[src/rtl/cpu_sequencer.sv]
// cpu_sequencer: multicycle control FSM for the 16-bit MIPS-style datapath; SEQUENCER_TIMEOUT_EN adds a memory wait timeout and FAULT state
module cpu_sequencer #(
    parameter int TIMEOUT = 16
) (
    input  logic        clk,
    input  logic        reset,
    input  logic [15:0] instr,
    input  logic        zero,
    input  logic        imem_ready,
    input  logic        dmem_ready,
    output logic        instr_req,
    output logic        ir_en,
    output logic        pc_en,
    output logic        memtoreg,
    output logic        pcsrc,
    output logic        alusrc,
    output logic        regdst,
    output logic        regwrite,
    output logic        jump,
    output logic [2:0]  alucontrol,
    output logic        memread,
    output logic        memwrite,
    output logic        halted,
    output logic        fault,
    output logic [15:0] retired
);
    typedef enum logic [2:0] {
        FETCH,
        DECODE,
        EXEC,
        MEM,
        WB,
`ifdef SEQUENCER_TIMEOUT_EN
        HALT,
        FAULT
`else
        HALT
`endif
    } state_t;

    state_t      state, next;
    logic [2:0]  op, fn;
    logic [15:0] cnt;
    logic        ctl, is_r, is_imm, is_lw, is_sw, is_beq, is_j, is_nop, is_halt;
    logic        unused_bits;

    assign unused_bits = ^{instr[12:3], 1'(TIMEOUT)};

    assign is_r    = op == 3'd0;
    assign is_imm  = op == 3'd1;
    assign is_lw   = op == 3'd2;
    assign is_sw   = op == 3'd3;
    assign is_beq  = op == 3'd4;
    assign is_j    = op == 3'd5;
    assign is_nop  = op == 3'd6;
    assign is_halt = op == 3'd7;

`ifdef SEQUENCER_TIMEOUT_EN
    localparam int W = $clog2(TIMEOUT + 1);
    localparam logic [W-1:0] LAST = W'(TIMEOUT - 1);
    logic [W-1:0] wcnt;
    logic         waiting, expired;
    assign waiting = (state == FETCH && !imem_ready) || (state == MEM && !dmem_ready);
    assign expired = waiting && wcnt == LAST;
    always_ff @(posedge clk) begin
        wcnt <= (reset || !waiting) ? '0 : wcnt + 1'b1;
    end
    assign fault = !reset && state == FAULT;
`else
    assign fault = 1'b0;
`endif

    always_comb begin
        next = state;
        case (state)
            FETCH:   next = imem_ready ? DECODE : FETCH;
            DECODE:  next = EXEC;
            EXEC:    next = (is_r || is_imm) ? WB : (is_lw || is_sw) ? MEM : is_halt ? HALT : FETCH;
            MEM:     next = !dmem_ready ? MEM : is_lw ? WB : FETCH;
            WB:      next = FETCH;
            default: next = state;
        endcase
`ifdef SEQUENCER_TIMEOUT_EN
        if (expired) next = FAULT;
`endif
    end

    always_ff @(posedge clk) begin
        if (reset) begin
            state <= FETCH;
            op    <= 3'd0;
            fn    <= 3'd0;
            cnt   <= 16'd0;
        end else begin
            state <= next;
            if (state == DECODE) begin
                op <= instr[15:13];
                fn <= instr[2:0];
            end
            if (pc_en) cnt <= cnt + 16'd1;
        end
    end

    // control levels follow the latched opcode from EXEC to the end of the instruction
    assign ctl        = !reset && (state == EXEC || state == MEM || state == WB);
    assign instr_req  = !reset && state == FETCH;
    assign ir_en      = instr_req && imem_ready;
    assign alusrc     = ctl && (is_imm || is_lw || is_sw);
    assign alucontrol = !ctl ? 3'b000 : is_r ? fn : (is_imm || is_lw || is_sw) ? 3'b010 : is_beq ? 3'b110 : 3'b000;
    assign memtoreg   = ctl && is_lw;
    assign regdst     = ctl && is_r;
    assign jump       = ctl && is_j;
    assign pcsrc      = ctl && is_beq && zero;
    assign memread    = ctl && state == MEM && is_lw;
    assign memwrite   = ctl && state == MEM && is_sw;
    assign regwrite   = ctl && state == WB;
    assign pc_en      = regwrite || (ctl && state == EXEC && (is_beq || is_j || is_nop)) || (memwrite && dmem_ready);
    assign halted     = !reset && (state == HALT || (state == EXEC && is_halt));
    assign retired    = reset ? 16'd0 : cnt;
endmodule

[config.mk]
export PLATFORM = sky130hd
export DESIGN_NAME = cpu_sequencer
export DESIGN_NICKNAME = d
export VERILOG_FILES = /design/src/rtl/cpu_sequencer.sv
export SDC_FILE = /design/constraint.sdc
export NUM_CORES = 1
export LEC_CHECK = 0
export CORE_ASPECT_RATIO = 0.75
export CORE_MARGIN = 2
export CORE_UTILIZATION = 45
export CTS_CLUSTER_DIAMETER = 150
export DETAILED_ROUTE_END_ITERATION = 8
export GPL_TIMING_DRIVEN = 0
export PLACE_DENSITY_LB_ADDON = 0.05
export SETUP_SLACK_MARGIN = 0.3
export SLEW_MARGIN = 15
export SYNTH_ARGS = -nofsm -noshare
export SYNTH_HDL_FRONTEND = slang
export SYNTH_SLANG_ARGS = --single-unit
[constraint.sdc]
create_clock -name clk -period 2.2 [get_ports clk]
set_input_delay 0.55 -clock clk [delete_from_list [all_inputs] [get_ports clk]]
set_output_delay 0.55 -clock clk [all_outputs]
set_load 0.1 [all_outputs]
==> impl_results.md, run 1 <==
- Number of storage elements in the synthesis netlist: 25
- TritonCTS sink count: 25
- Number of placement rows: 18
- Chip Width: roughly 71 um
- Number of flops mapped to enable cells by yosys: 0
- Status: stopped before the end
- Placed wire-length estimate: roughly 3.0 mm
- Last stage reached: global routing
- Initial core utilization: between 40% and 50%
- Sequential cell area fraction in the yosys report: between 30% and 40%
- Fraction of registers with async set/reset: 0%
- Maximum count of clock buffers along a single path: 2
- Top_reg_cell synth: sky130_fd_sc_hd__dfxtp_1
- Clock root buffer: sky130_fd_sc_hd__clkbuf_8
- Vert. Die Dim: about 54 um
- Average cell area after synthesis: 8.381 sq um
- Post-synthesis net count: roughly 200
- First error in the log: [ERROR DPL-0038] Utilization greater than 100%, impossible to legalize
- Number of primary I/O pins: 53
- Unique masters post-synth: 41
- Total number of yosys warnings: 0
- Gpl congestion: 0.8921
- Maximum number of pins on one net before global-route repair: 14
- Quantity of I/O buffers inserted on ports: 41
- TritonCTS Buffers: 3
- Pin type at the end of the worst path: top-level output
- Mapped Cells: 179
- Total of hold buffers inserted after clock tree synthesis: 0
- Placed cell area: roughly 2300 sq um
- CTS HTree Levels: 1
- Worst endpoint left by the global-route repair_timing run: memtoreg
- Mapped cell area: about 1500 sq um
- Worst-case setup slack after placement: -1.912 ns
## stage by stage
step	TNS (ns)	cells	hold slack (ns)
after CTS	0	294	0.5324
after detailed placement	-52.13	260	0.5118
after global placement	-51.38	260	0.4797
after floorplan	-29.69	179	0.4604
## cell usage after synthesis, types with 2 or more instances
| master | n | share of area (%) |
|---|---|---|
| sky130_fd_sc_hd__nor4_2 | 5 | 4.2 |
| sky130_fd_sc_hd__buf_2 | 4 | 1.3 |
| sky130_fd_sc_hd__o21ai_0 | 6 | 2.0 |
| sky130_fd_sc_hd__xnor2_1 | 9 | 5.3 |
| sky130_fd_sc_hd__nand4_1 | 3 | 1.3 |
| sky130_fd_sc_hd__mux2_1 | 5 | 3.8 |
| sky130_fd_sc_hd__nor3b_2 | 2 | 1.7 |
| sky130_fd_sc_hd__mux2i_1 | 6 | 4.0 |
| sky130_fd_sc_hd__and2_1 | 3 | 1.3 |
| sky130_fd_sc_hd__and3_1 | 2 | 0.83 |
| sky130_fd_sc_hd__nand3_1 | 5 | 1.7 |
| sky130_fd_sc_hd__dfxtp_1 | 25 | 33 |
| sky130_fd_sc_hd__nor2b_1 | 14 | 5.8 |
| sky130_fd_sc_hd__buf_4 | 2 | 1.0 |
| sky130_fd_sc_hd__nor2_1 | 28 | 7.0 |
| sky130_fd_sc_hd__nand2_1 | 11 | 2.8 |
| sky130_fd_sc_hd__a21oi_1 | 5 | 1.7 |
| sky130_fd_sc_hd__and4_1 | 2 | 1.2 |
| sky130_fd_sc_hd__nor3_1 | 7 | 2.3 |
| sky130_fd_sc_hd__inv_1 | 7 | 1.8 |
| sky130_fd_sc_hd__buf_1 | 2 | 0.50 |
| sky130_fd_sc_hd__nor4_1 | 2 | 0.83 |
| sky130_fd_sc_hd__clkbuf_1 | 5 | 1.3 |
| sky130_fd_sc_hd__nand3b_1 | 2 | 1.0 |
## logic make-up after synthesis
| group | after synthesis | share of synthesized area, % |
|---|---|---|
| AO/OA/AOI/OAI | 16 | 7.422 |
| XOR/XNOR | 9 | 5.255 |
| adder cells (fa/ha/maj) | 1 | 0.8339 |
| buffers and inverters | 20 | 5.839 |
| flip-flops | 25 | 33.36 |
| multiplexers | 12 | 8.507 |
| other | 1 | 0.2500 |
| AND/OR/NAND/NOR | 95 | 38.53 |
## repair_timing
| item | in CTS |
|---|---|
| pin swaps | 17 |
| buffers inserted | 28 |
| resized for setup | 292 |
| gates cloned | 2 |
| endpoints found under the setup margin | 49 |
==> run 2, diff against run 1 <==
==> config.mk (replaced) <==
export PLATFORM = sky130hd
export DESIGN_NAME = cpu_sequencer
export DESIGN_NICKNAME = d
export VERILOG_FILES = /design/src/rtl/cpu_sequencer.sv
export SDC_FILE = /design/constraint.sdc
export NUM_CORES = 1
export LEC_CHECK = 0
export CORE_MARGIN = 2
export CORE_UTILIZATION = 40
export DETAILED_ROUTE_END_ITERATION = 8
export GPL_TIMING_DRIVEN = 0
export PLACE_DENSITY_LB_ADDON = 0.15
export SLEW_MARGIN = 15
export SYNTH_ARGS = -nofsm -noshare
export SYNTH_HDL_FRONTEND = slang
export SYNTH_SLANG_ARGS = --single-unit
==> run 2 against run 1 <==
Area after synthesis is the same. Synthesized cell count unchanged. The flow now finishes, with violations (negative setup slack).
==> impl_results.md, run 2 <==
- Fraction of the mapped netlist area in simple logic gates: 38.53% (unchanged)
- Violated checks: negative setup slack
- Sequential cell fraction of total power: between 40% and 50%
- Core Util, Final: 68.77%
- Placed wire-length estimate: 2.843 mm (-5.6%)
- Unrepaired setup endpoints after global routing: yes
- Cell area power density: 400.0 nW/um^2
- Crit start category: flop
- Number of vias in the routed layout: roughly 1.5k
- Critical path endpoint category: output pin
- Most area-consuming cells after synthesis: sky130_fd_sc_hd__dfxtp_1 33%, sky130_fd_sc_hd__nor2_1 7.0%, sky130_fd_sc_hd__nor2b_1 5.8%
- Insertion delay to the later sink of the worst-skew pair: 0.28 ns
- Filler cells: between 200 and 300
- Post-route total power: 0.9993 mW
- Logic pwr share: 24.0%
- Status: complete, but fails checks
- Sum of overflow across all layers after global routing: 0
- Average vias per placed instance: around 5.2
- Largest family of logic cells by synthesized area: simple AND/OR/NAND/NOR gates
- Most frequent cells in the layout: 26 x sky130_fd_sc_hd__buf_4, 22 x sky130_fd_sc_hd__dfxtp_1, 19 x sky130_fd_sc_hd__nor2_1, 11 x sky130_fd_sc_hd__nor2b_4
- Initial antenna violation count: 0
- Post-synthesis net count: 201 (unchanged)
- Number of flops mapped to enable cells by yosys: 0 (unchanged)
- Hold Path Class: reg2reg
- Max-capacitance violation count: 0
- Routed length per instance: around 15 um
- Worst-case setup slack after placement: -1.833 ns (+0.07933 ns)
- Non-filler cells in the finished layout: approximately 290
- Cell-internal power: 0.6779 mW
- Cell with the most instances after synthesis: sky130_fd_sc_hd__nor2_1
- Number of flip-flops in the largest register: 16
- Gpl congestion: 0.8177 (-8.3%)
- Number of failing hold endpoints at the final stage: 0
- Max transition margin: 58.73%
- Number of storage elements in the synthesis netlist: 25 (unchanged)
- Overall die area: between 4000 and 5000 sq um
- Routed Wire Length: around 4.2 mm
- Biggest register: cnt
- Slew of the pin with the lowest slew margin: 0.6164 ns
- Top_reg_cell synth: sky130_fd_sc_hd__dfxtp_1
- Total number of yosys warnings: 0 (unchanged)
- Quantity of I/O buffers inserted on ports: 41 (unchanged)
- Area fraction in compound gates after synthesis: 7.423% (unchanged)
- Leading area contributor after synthesis: sky130_fd_sc_hd__dfxtp_1
- Static leakage power: between 0.9 and 1 nW
- Clock share of power: around 29%
- Arithmetic-cell share of the synthesized area counting full adders, half adders and majority gates: 0.8340% (unchanged)
- Sequential cell area fraction in the yosys report: 33.36% (unchanged)
- Number of primary I/O pins: 53 (unchanged)
- Layout area overhead: 66.56%
- Fraction of registers with async set/reset: 0% (unchanged)
- CTS HTree Levels: 1 (unchanged)
- Fraction of power spent switching nets: around a third
- Net total in the final layout: 260
- Data arrival time at the worst-slack endpoint: approximately 1.7 ns
- Drt drc: 0
- Vias in the first global route: 1430
- Core area: about 3600 sq um
- Final antenna diode count: 0
- Maximum count of clock buffers along a single path: 2 (unchanged)
- Number of pins exceeding their max-slew limit in the final report: 0
- Number of placement rows: 22 (+4)
- Average cell area after synthesis: 8.381 sq um (unchanged)
- Total placed cells including tap cells: 268 (+3.1%)
- All-Layer GR Usage: 20.20%
- Multiplexer share of the synthesized area: 8.507% (unchanged)
- Unique masters post-synth: 41 (unchanged)
- Maximum achievable frequency: 452.2 MHz
- Clock tree from TritonCTS: built
- Critical path peak fanout: 6
- Required @ worst endpoint: ~1.7 ns
- Leading cell types by count after synthesis: 28 x sky130_fd_sc_hd__nor2_1, 25 x sky130_fd_sc_hd__dfxtp_1, 14 x sky130_fd_sc_hd__nor2b_1
- Total of endpoints with negative setup slack in the final report: 2
- Storage element area: around 510 sq um
- Multi-input combinational cell area: roughly 1200 sq um
- Clock root buffer: sky130_fd_sc_hd__clkbuf_8
- Most frequent standard cell in the layout excluding fill and tap cells: sky130_fd_sc_hd__buf_4
- Highest ir drop seen on vdd: around 0.26 mV
- First-iteration detailed-routing DRC count: ~110
- Net Switching: roughly 0.32 mW
- Vert. Die Dim: 65.24 um (+21%)
- Clock-pin slew on the worst setup and hold paths: roughly 0.1 ns
- Total of hold buffers inserted after clock tree synthesis: 0 (unchanged)
- TritonCTS sink count: 25 (unchanged)
- Share of final-layout standard cells stronger than drive strength 1: between 40 and 50%
- Minimum clock period after layout: around 2.2 ns
- Ratio of final minimum period to clock period: 100.5%
- Maximum number of pins on one net before global-route repair: 16
- Mapped Cells: 179 (unchanged)
- Post-synthesis xor/xnor area fraction: 5.254% (unchanged)
- Remaining number of nets flagged by the antenna check after routing: 0
- Start-to-end type of the worst setup path: reg2out
- Mapped cell area: 1500 sq um (unchanged)
- First-pass GRT wire length: approximately 6.8 mm
- Initial core utilization: 41.29% (-5.0 points)
- Worst clock skew: approximately 0.0061 ns
- Area fraction of the dominant cell type after synthesis: 33.36% (unchanged)
- TritonCTS Buffers: 3 (unchanged)
- Min setup slack post-route: -0.01139 ns
- Chip Width: 65.24 um (-7.7%)
- Total iterations of the first detailed-routing run: 4
[run 2: cell counts after synthesis]
Identical to the previous run, type by type.
[run 2: cells by family after synthesis]
| group | after synthesis |
|---|---|
| buf+inv | 20 |
| mux | 12 |
| xor+xnor | 9 |
| simple gates | 95 |
| compound gates | 16 |
| flops | 25 |
| fa+ha+maj | 1 |
| other cells | 1 |
[run 2: power groups by stage]
stage | sequential (mW) | combinational, mW | clock, mW
floorplan | 0.478 | 0.154 | 0
global placement | 0.479 | 0.202 | 0
detailed placement | 0.480 | 0.204 | 0
CTS | 0.470 | 0.218 | 0.290
global route | 0.474 | 0.255 | 0.305
finish | 0.472 | 0.240 | 0.287
[run 2: critical path, stage by stage (launching register included)]
cell,delay [ns]
sky130_fd_sc_hd__dfxtp_2,0.34
sky130_fd_sc_hd__buf_8,0.12
sky130_fd_sc_hd__nor3b_4,0.25
sky130_fd_sc_hd__buf_4,0.16
sky130_fd_sc_hd__nand2_4,0.06
sky130_fd_sc_hd__nor3_4,0.25
sky130_fd_sc_hd__buf_12,0.20
[run 2: metrics by stage]
step | setup TNS [ns] | area, sq um | hold WS (ns)
global route | -0.2445 | 2499 | 0.5406
CTS | -0.2679 | 2362 | 0.5178
floorplan | -29.97 | 1730 | 0.4604
detailed placement | -58.15 | 2201 | 0.4910
global placement | -57.73 | 2201 | 0.4810
finish | -0.01182 | 2499 | 0.5172
[run 2: routing by layer]
metal  routed length, um  up-vias  share of wire, %  track usage [%]
met5                   0        -                 0                0
met4                  53        0               1.2            4.167
met3                 183        7               4.3            2.911
met2                2269       41                53            39.41
met1                1739      703                41            23.00
li1                    -      730                 -                -
[run 2: timing repair]
| action | 4_1_cts | 5_1_grt |
|---|---|---|
| setup buffers | 8 | 5 |
| setup endpoints to repair | 52 | 19 |
| gates resized for setup | 208 | 31 |
| cloned | 0 | 0 |
| pin swaps | 6 | 4 |
[run 2: worst paths after layout]
path | end | startpoint | slack (ns) | cells after the start
max | memread | state[2] | -0.01 | 6
min | fn[0] | fn[0] | 0.52 | 2
max reg2reg | cnt[15] | state[0] | 0.14 | 7
min reg2reg | fn[0] | fn[0] | 0.52 | 2
[run 2: area by class of cell]
class                           instances  share of cell area (%)
Clock inverter                          1                  0.3005
Inverter                                7                   1.052
Multi-Input combinational cell        134                   48.67
Clock buffer                            3                   1.652
Sequential cell                        25                   20.28
Timing Repair Buffer                   54                   21.48
Buffer                                 13                   4.156
Tap cell                               48                   2.404
(Power assumes the default switching activity.)
==> run 3, diff against run 2 <==
==> constraint.sdc (replaced) <==
create_clock -name clk -period 2.8 [get_ports clk]
set_input_delay 0.7 -clock clk [delete_from_list [all_inputs] [get_ports clk]]
set_output_delay 0.7 -clock clk [all_outputs]
set_load 0.1 [all_outputs]
==> run 3 against run 2 <==
The flow now finishes without violations. Critical path depth fell by 2. First-iteration DRC count down 5.5%. Worst setup slack gained 0.039 ns. Hold slack about the same. Via count shrank 4.1%. Count of clock-buffer cells in the layout rose by 1. Wire length fell by 7.5%. Die area unchanged. Combinational power is 33% lower. Non-clock buffer count shrank 3. Final cell count down 1.1%. Sequential power fell by 22%. Largest power group unchanged. Highest routed layer unchanged.
==> impl_results.md, run 3 (synthesized netlist as in run 2, its figures left out) <==
- Max transition margin: 61.38% (+2.7 points)
- Number of primary I/O pins: 53 (unchanged)
- Launching element of the worst setup path: reset
- Insertion delay to the later sink of the worst-skew pair: 0.28 ns (about the same)
- Filler cells: 326 (+15%)
- Crit start category: primary input
- Highest ir drop seen on vdd: 0.2491 mV (-3.3%)
- Max-capacitance violation count: 0 (unchanged)
- Worst clock skew: 0.004714 ns (-0.001417 ns)
- Static leakage power: 0.8171 nW (-9.9%)
- Initial antenna violation count: 0 (unchanged)
- Placed wire-length estimate: 2.817 mm (-0.89%)
- Share of final-layout standard cells stronger than drive strength 1: 41.45% (-7.5 points)
- Ratio of final minimum period to clock period: 99.01%
- First-iteration detailed-routing DRC count: 103 (-5.5%)
- Maximum number of pins on one net before global-route repair: 14 (-2)
- CP Depth: 4 (-2)
- Start-to-end type of the worst setup path: in2out
- TritonCTS Buffers: 3 (unchanged)
- Number of placement rows: 22 (unchanged)
- Worst flop-to-flop path endpoint: cnt[15]
- Clock-pin slew on the worst setup and hold paths: 0.08 ns (-0.02 ns)
- Number of pins exceeding their max-slew limit in the final report: 0 (unchanged)
- Maximum achievable frequency: approximately 360 MHz
- Setup slack of the worst register-to-register path: 0.70 ns (+0.56 ns)
- CTS HTree Levels: 1 (unchanged)
- R2r worst-path depth: 7 (unchanged)
- Remaining number of nets flagged by the antenna check after routing: 0 (unchanged)
- Clock tree from TritonCTS: built
- Worst-path cell with the longest stage delay: sky130_fd_sc_hd__clkdlybuf4s15_2
- Required @ worst endpoint: 2.10 ns (+0.45 ns)
- Endpoint of the worst setup timing path: regwrite
- Critical path endpoint category: output pin
- Layout area overhead: 50.38%
- Slew of the pin with the lowest slew margin: 0.5768 ns (-0.03961 ns)
- Total of endpoints with negative setup slack in the final report: 0 (-2)
- Non-filler cells in the finished layout: 282 (-1.1%)
- Min setup slack post-route: 0.02782 ns (+0.03921 ns)
- Maximum cell stage delay along the critical path: 0.55 ns (+0.21 ns)
- Initial core utilization: 41.29% (unchanged)
- Maximum count of clock buffers along a single path: 2 (unchanged)
- Chip Width: 65.24 um (unchanged)
- Total iterations of the first detailed-routing run: 5 (+1)
- Count of buffer and inverter cells on the critical path: 3 (unchanged)
- Core area: 3633 sq um (unchanged)
- Total placed cells including tap cells: 268 (unchanged)
- First-pass GRT wire length: 6.389 mm (-5.4%)
- Sum of overflow across all layers after global routing: 0 (unchanged)
- Total Neg Setup Slack: 0 ns (+0.01182 ns)
- Hold path depth: 2 (unchanged)
- Routed Wire Length: 3.929 mm (-7.5%)
- Startpoint of the worst register-to-register path: state[0]
- Most frequent cells in the layout: 29 x sky130_fd_sc_hd__buf_4, 25 x sky130_fd_sc_hd__dfxtp_1, 20 x sky130_fd_sc_hd__nor2_1, 11 x sky130_fd_sc_hd__nand2_1, 11 x sky130_fd_sc_hd__nor2b_2
- Cell area power density: 333.5 nW/um^2 (-17%)
- Cell breakdown of the critical path: dlygate4sd2_1 > nor4b_4 > buf_4 > clkdlybuf4s15_2
- Average vias per placed instance: 5.035 (-3.1%)
- TritonCTS sink count: 25 (unchanged)
- Hold Path Class: reg2reg
- Unrepaired setup endpoints after global routing: yes
- Overall die area: 4256 sq um (unchanged)
- Drt drc: 0 (unchanged)
- Multi-input combinational cell area: 1095 sq um (-10%)
- All-Layer GR Usage: 19.23% (-0.96 points)
- Gpl congestion: 0.8334 (+1.9%)
- Routed length per instance: 13.93 um (-6.5%)
- Final antenna diode count: 0 (unchanged)
- Clock root buffer: sky130_fd_sc_hd__clkbuf_8
- Biggest register: cnt
- Number of failing hold endpoints at the final stage: 0 (unchanged)
- Number of vias in the routed layout: 1420 (-4.1%)
- Status: complete, no violations
- Data arrival time at the worst-slack endpoint: 2.07 ns (+0.41 ns)
- Storage element area: 500.5 sq um (-1.2%)
- Crit path max-delay family: buffers and inverters
- Worst-case setup slack after placement: -1.449 ns (+0.3838 ns)
- Critical path peak fanout: 4 (-2)
- Number of flip-flops in the largest register: 16 (unchanged)
- Quantity of I/O buffers inserted on ports: 41 (unchanged)
- Net total in the final layout: 257 (-1.2%)
- Most frequent standard cell in the layout excluding fill and tap cells: sky130_fd_sc_hd__buf_4
- Vias in the first global route: 1386 (-3.1%)
- Minimum clock period after layout: 2.772 ns
- Vert. Die Dim: 65.24 um (unchanged)
## run 3: cell count changes in the layout (fill, tap and decap cells not counted), moves of 2 or more
| cell | before | now |
|---|---|---|
| sky130_fd_sc_hd__nor2b_1 | 1 | 3 |
| sky130_fd_sc_hd__nor2b_2 | 2 | 11 |
| sky130_fd_sc_hd__buf_4 | 26 | 29 |
| sky130_fd_sc_hd__clkdlybuf4s15_2 | 2 | 7 |
| sky130_fd_sc_hd__dfxtp_2 | 2 | 0 |
| sky130_fd_sc_hd__clkbuf_1 | 1 | 4 |
| sky130_fd_sc_hd__buf_12 | 6 | 1 |
| sky130_fd_sc_hd__buf_6 | 9 | 2 |
| sky130_fd_sc_hd__nand2_1 | 9 | 11 |
| sky130_fd_sc_hd__dfxtp_1 | 22 | 25 |
| sky130_fd_sc_hd__clkbuf_2 | 2 | 0 |
| sky130_fd_sc_hd__nor2b_4 | 11 | 0 |
| sky130_fd_sc_hd__buf_2 | 4 | 6 |
## run 3: per-stage QoR
step	hold WS [ns]	power (mW)	utilization (%)	area, sq um
after detailed placement	0.5022	0.5330	58.57	2128
final	0.5175	0.7523	62.09	2256
after global routing	0.5619	0.7858	62.09	2256
after CTS	0.5244	0.7568	60.26	2190
after floorplan	0.4604	0.4919	-	1658
after global placement	0.4818	0.5303	58.57	2128
## run 3: how the worst min path moves through the flow
| stage | startpoint | to | slack [ns] |
|---|---|---|---|
| floorplan | fn[0] | fn[0] | 0.46 |
| global placement | fn[0] | fn[0] | 0.48 |
| detailed placement | cnt[15] | cnt[15] | 0.50 |
| CTS | cnt[15] | cnt[15] | 0.52 |
| global route | cnt[8] | cnt[8] | 0.56 |
| finish | cnt[15] | cnt[15] | 0.52 |
## run 3: layout make-up
| class | count | area share [%] |
|---|---|---|
| Sequential cell | 25 | 22.19 |
| Multi-Input combinational cell | 134 | 48.53 |
| Clock buffer | 4 | 1.997 |
| Buffer | 13 | 3.383 |
| Timing Repair Buffer | 51 | 20.08 |
| Tap cell | 48 | 2.662 |
| Inverter | 7 | 1.165 |
## run 3: repair_timing
item                       in CTS  in global routing
hold buffers                    0                  0
resized for setup             173                  6
setup endpoints to repair      33                  5
setup buffers                   5                  5
pin swaps                       2                  1
## run 3: per-layer routing
layer | vias to the layer above | track usage [%] | wire length, um
li1 | 720 | - | -
met1 | 661 | 23.16 | 1734
met3 | 5 | 3.082 | 168
met4 | 0 | 8.594 | 59
met5 | - | 0 | 0
met2 | 34 | 33.55 | 1967
## run 3: worst register-to-register path: stages, from the launching register on
cell and delay, ns:
sky130_fd_sc_hd__dfxtp_1 0.39, sky130_fd_sc_hd__nor4b_4 0.34, sky130_fd_sc_hd__buf_4 0.19, sky130_fd_sc_hd__buf_4 0.10, sky130_fd_sc_hd__o2111ai_2 0.29, sky130_fd_sc_hd__nor3_2 0.26
sky130_fd_sc_hd__nand3_1 0.12, sky130_fd_sc_hd__mux2_1 0.31
## run 3: power breakdown
group          internal [mW]  switching (mW)  leakage [nW]  total, mW
Clock                  0.102           0.119        0.0228      0.221
Combinational         0.0537           0.109         0.592      0.162
Sequential             0.363         0.00621         0.202      0.369
==> run 4, diff against run 3 <==
--- a/config.mk
+++ b/config.mk
@@ -5,9 +5,9 @@
 export SDC_FILE = /design/constraint.sdc
 export NUM_CORES = 1
 export LEC_CHECK = 0
-export CORE_MARGIN = 2
-export CORE_UTILIZATION = 40
+export CORE_AREA = 2 2 63 65
 export DETAILED_ROUTE_END_ITERATION = 8
+export DIE_AREA = 0 0 65 67
 export GPL_TIMING_DRIVEN = 0
 export PLACE_DENSITY_LB_ADDON = 0.15
 export SLEW_MARGIN = 15
==> run 4 against run 3 <==
Hold slack worse by 0.019 ns. Clock skew is 0.0016 ns higher. Register-to-register slack better by 0.02 ns. Die area is 2.3% higher. Total power is 0.30% lower. Wire length is 4.3% lower. Critical path depth is 3 higher. Design area is 0.94% lower.
==> impl_results.md, run 4 (synthesized netlist as in run 2, its figures left out) <==
- Vias in the first global route: 1324 (-4.5%)
- Total of hold buffers inserted after clock tree synthesis: 0 (unchanged)
- CTS HTree Levels: 1 (unchanged)
- Static leakage power: 0.8176 nW (about the same)
- Total Neg Setup Slack: 0 ns (unchanged)
- Start-to-end type of the worst setup path: in2out
- Number of primary I/O pins: 53 (unchanged)
- Placed cell area: 2128 sq um (unchanged)
- Number of placement rows: 22 (unchanged)
- Remaining number of nets flagged by the antenna check after routing: 0 (unchanged)
- Cell area power density: 335.6 nW/um^2 (+0.65%)
- Data arrival time at the worst-slack endpoint: 2.07 ns (about the same)
- Number of pins exceeding their max-slew limit in the final report: 0 (unchanged)
- Initial core utilization: 41.60% (+0.32 points)
- Total of endpoints with negative setup slack in the final report: 0 (unchanged)
- Maximum count of clock buffers along a single path: 2 (unchanged)
- Crit start category: primary input
- R2r worst-path depth: 8 (+1)
- First-pass GRT wire length: 6.147 mm (-3.8%)
- Max transition margin: 60.70% (-0.68 points)
- Unrepaired setup endpoints after global routing: yes
- Ratio of final minimum period to clock period: 98.88% (-0.13 points)
- Gpl congestion: 0.8036 (-3.6%)
- Most frequent cells in the layout: 28 x sky130_fd_sc_hd__buf_4, 25 x sky130_fd_sc_hd__dfxtp_1, 20 x sky130_fd_sc_hd__nor2_1, 11 x sky130_fd_sc_hd__nand2_1, 11 x sky130_fd_sc_hd__nor2b_2
- Core area: 3606 sq um (-0.76%)
- Maximum number of pins on one net before global-route repair: 16 (+2)
- Sum of overflow across all layers after global routing: 0 (unchanged)
- Routed Wire Length: 3.761 mm (-4.3%)
- Max-capacitance violation count: 0 (unchanged)
- Chip Width: 65 um (-0.37%)
- Filler cells: 330 (+1.2%)
- Quantity of I/O buffers inserted on ports: 41 (unchanged)
- Clock-pin slew on the worst setup and hold paths: 0.09 ns (about the same)
- Insertion delay to the later sink of the worst-skew pair: 0.28 ns (about the same)
- Net total in the final layout: 257 (unchanged)
- TritonCTS sink count: 25 (unchanged)
- Slew of the pin with the lowest slew margin: 0.5869 ns (+0.01015 ns)
- Setup slack of the worst register-to-register path: 0.72 ns (+0.02 ns)
- Fin area: 2235 sq um (-0.94%)
- Total iterations of the first detailed-routing run: 4 (-1)
- Layout area overhead: 48.96%
- Initial antenna violation count: 0 (unchanged)
- Minimum clock period after layout: 2.769 ns (-0.003578 ns)
- Hold Path Class: reg2reg
- Number of flip-flops in the largest register: 16 (unchanged)
- Overall die area: 4355 sq um (+2.3%)
- Worst clock skew: 0.006361 ns (+0.001647 ns)
- Biggest register: cnt
- Highest ir drop seen on vdd: 0.2533 mV (+1.7%)
- Number of vias in the routed layout: 1442 (+1.5%)
- Average vias per placed instance: 5.113 (+1.5%)
- All-Layer GR Usage: 18.08% (-1.1 points)
- Number of failing hold endpoints at the final stage: 0 (unchanged)
- Clock tree from TritonCTS: built
- Startpoint of the worst register-to-register path: state[2]
- Share of final-layout standard cells stronger than drive strength 1: 42.31% (+0.85 points)
- Core Util, Final: 61.97% (-0.12 points)
- Routed length per instance: 13.34 um (-4.3%)
- Maximum achievable frequency: 361.2 MHz (+0.13%)
- Post-route total power: 0.7500 mW (-0.30%)
- Hold path depth: 2 (unchanged)
- TritonCTS Buffers: 3 (unchanged)
- Hold Path Origin: fn[0]
- Final antenna diode count: 0 (unchanged)
- Critical path endpoint category: output pin
- Status: complete, no violations
- Required @ worst endpoint: 2.10 ns (about the same)
- Drt drc: 0 (unchanged)
- Most frequent standard cell in the layout excluding fill and tap cells: sky130_fd_sc_hd__buf_4
- Vert. Die Dim: 67 um (+2.7%)
- Launching element of the worst setup path: reset
- First-iteration detailed-routing DRC count: 78 (-24%)
- Clock root buffer: sky130_fd_sc_hd__clkbuf_8
- Critical path peak fanout: 6 (+2)
- Placed wire-length estimate: 2.738 mm (-2.8%)
[run 4: changes by cell type in the layout (fill, tap and decap cells not counted), sizes merged]
| cell | delta |
|---|---|
| clkdlybuf4s15 | -1 |
| buf | +1 |
| clkdlybuf4s18 | -1 |
| clkinvlp | +1 |
[run 4: area by class of cell]
class | count | area [sq um] | share of cell area [%]
multi-input cells | 134 | 1087 | 48.66
inverters | 7 | 26.28 | 1.176
clock inverters | 1 | 7.507 | 0.3359
clock buffers | 3 | 41.29 | 1.848
well taps | 48 | 60.06 | 2.688
flip-flops and latches | 25 | 500.5 | 22.40
plain buffers | 13 | 67.56 | 3.024
repair buffers | 51 | 444.2 | 19.88
[run 4: per-stage QoR]
step                      worst slack [ns]  hold slack (ns)  std cells
after floorplan                     -1.366           0.4604        179
after CTS                         0.009843           0.5071        278
after global placement              -1.471           0.4799        268
final                              0.03140           0.4981        282
after global routing              -0.02865           0.5251        282
after detailed placement            -1.497           0.4838        268
[run 4: what timing repair did]
action                     4_1_cts  5_1_grt
buffers inserted                 6        4
gates resized for setup        168       11
pin swaps                        3        2
setup endpoints to repair       35       11
[run 4: power by group]
group / internal (mW) / total [mW] / switching, mW / leakage (nW)
sequential: 0.363 / 0.369 / 0.00568 / 0.202
combinational: 0.0518 / 0.160 / 0.108 / 0.594
clock: 0.101 / 0.222 / 0.121 / 0.0217
[run 4: path summary, 6_finish.rpt]
path,end
worst max-delay path,pc_en
worst min-delay path,fn[0]
worst max register to register,cnt[15]
worst min register to register,fn[0]
[run 4: routing by layer]
layer,vias up,wire [um],track usage (%)
met4,0,36,4.787
met2,34,1939,34.79
met3,5,151,2.365
met5,-,0,0
li1,720,-,-
met1,683,1634,20.80
[run 4: critical path, stage by stage]
cell and delay (ns):
sky130_fd_sc_hd__dlygate4sd2_1 0.37, sky130_fd_sc_hd__nor4b_4 0.08, sky130_fd_sc_hd__buf_4 0.15, sky130_fd_sc_hd__buf_4 0.14, sky130_fd_sc_hd__a221oi_2 0.32, sky130_fd_sc_hd__nor2_4 0.12, sky130_fd_sc_hd__buf_12 0.19
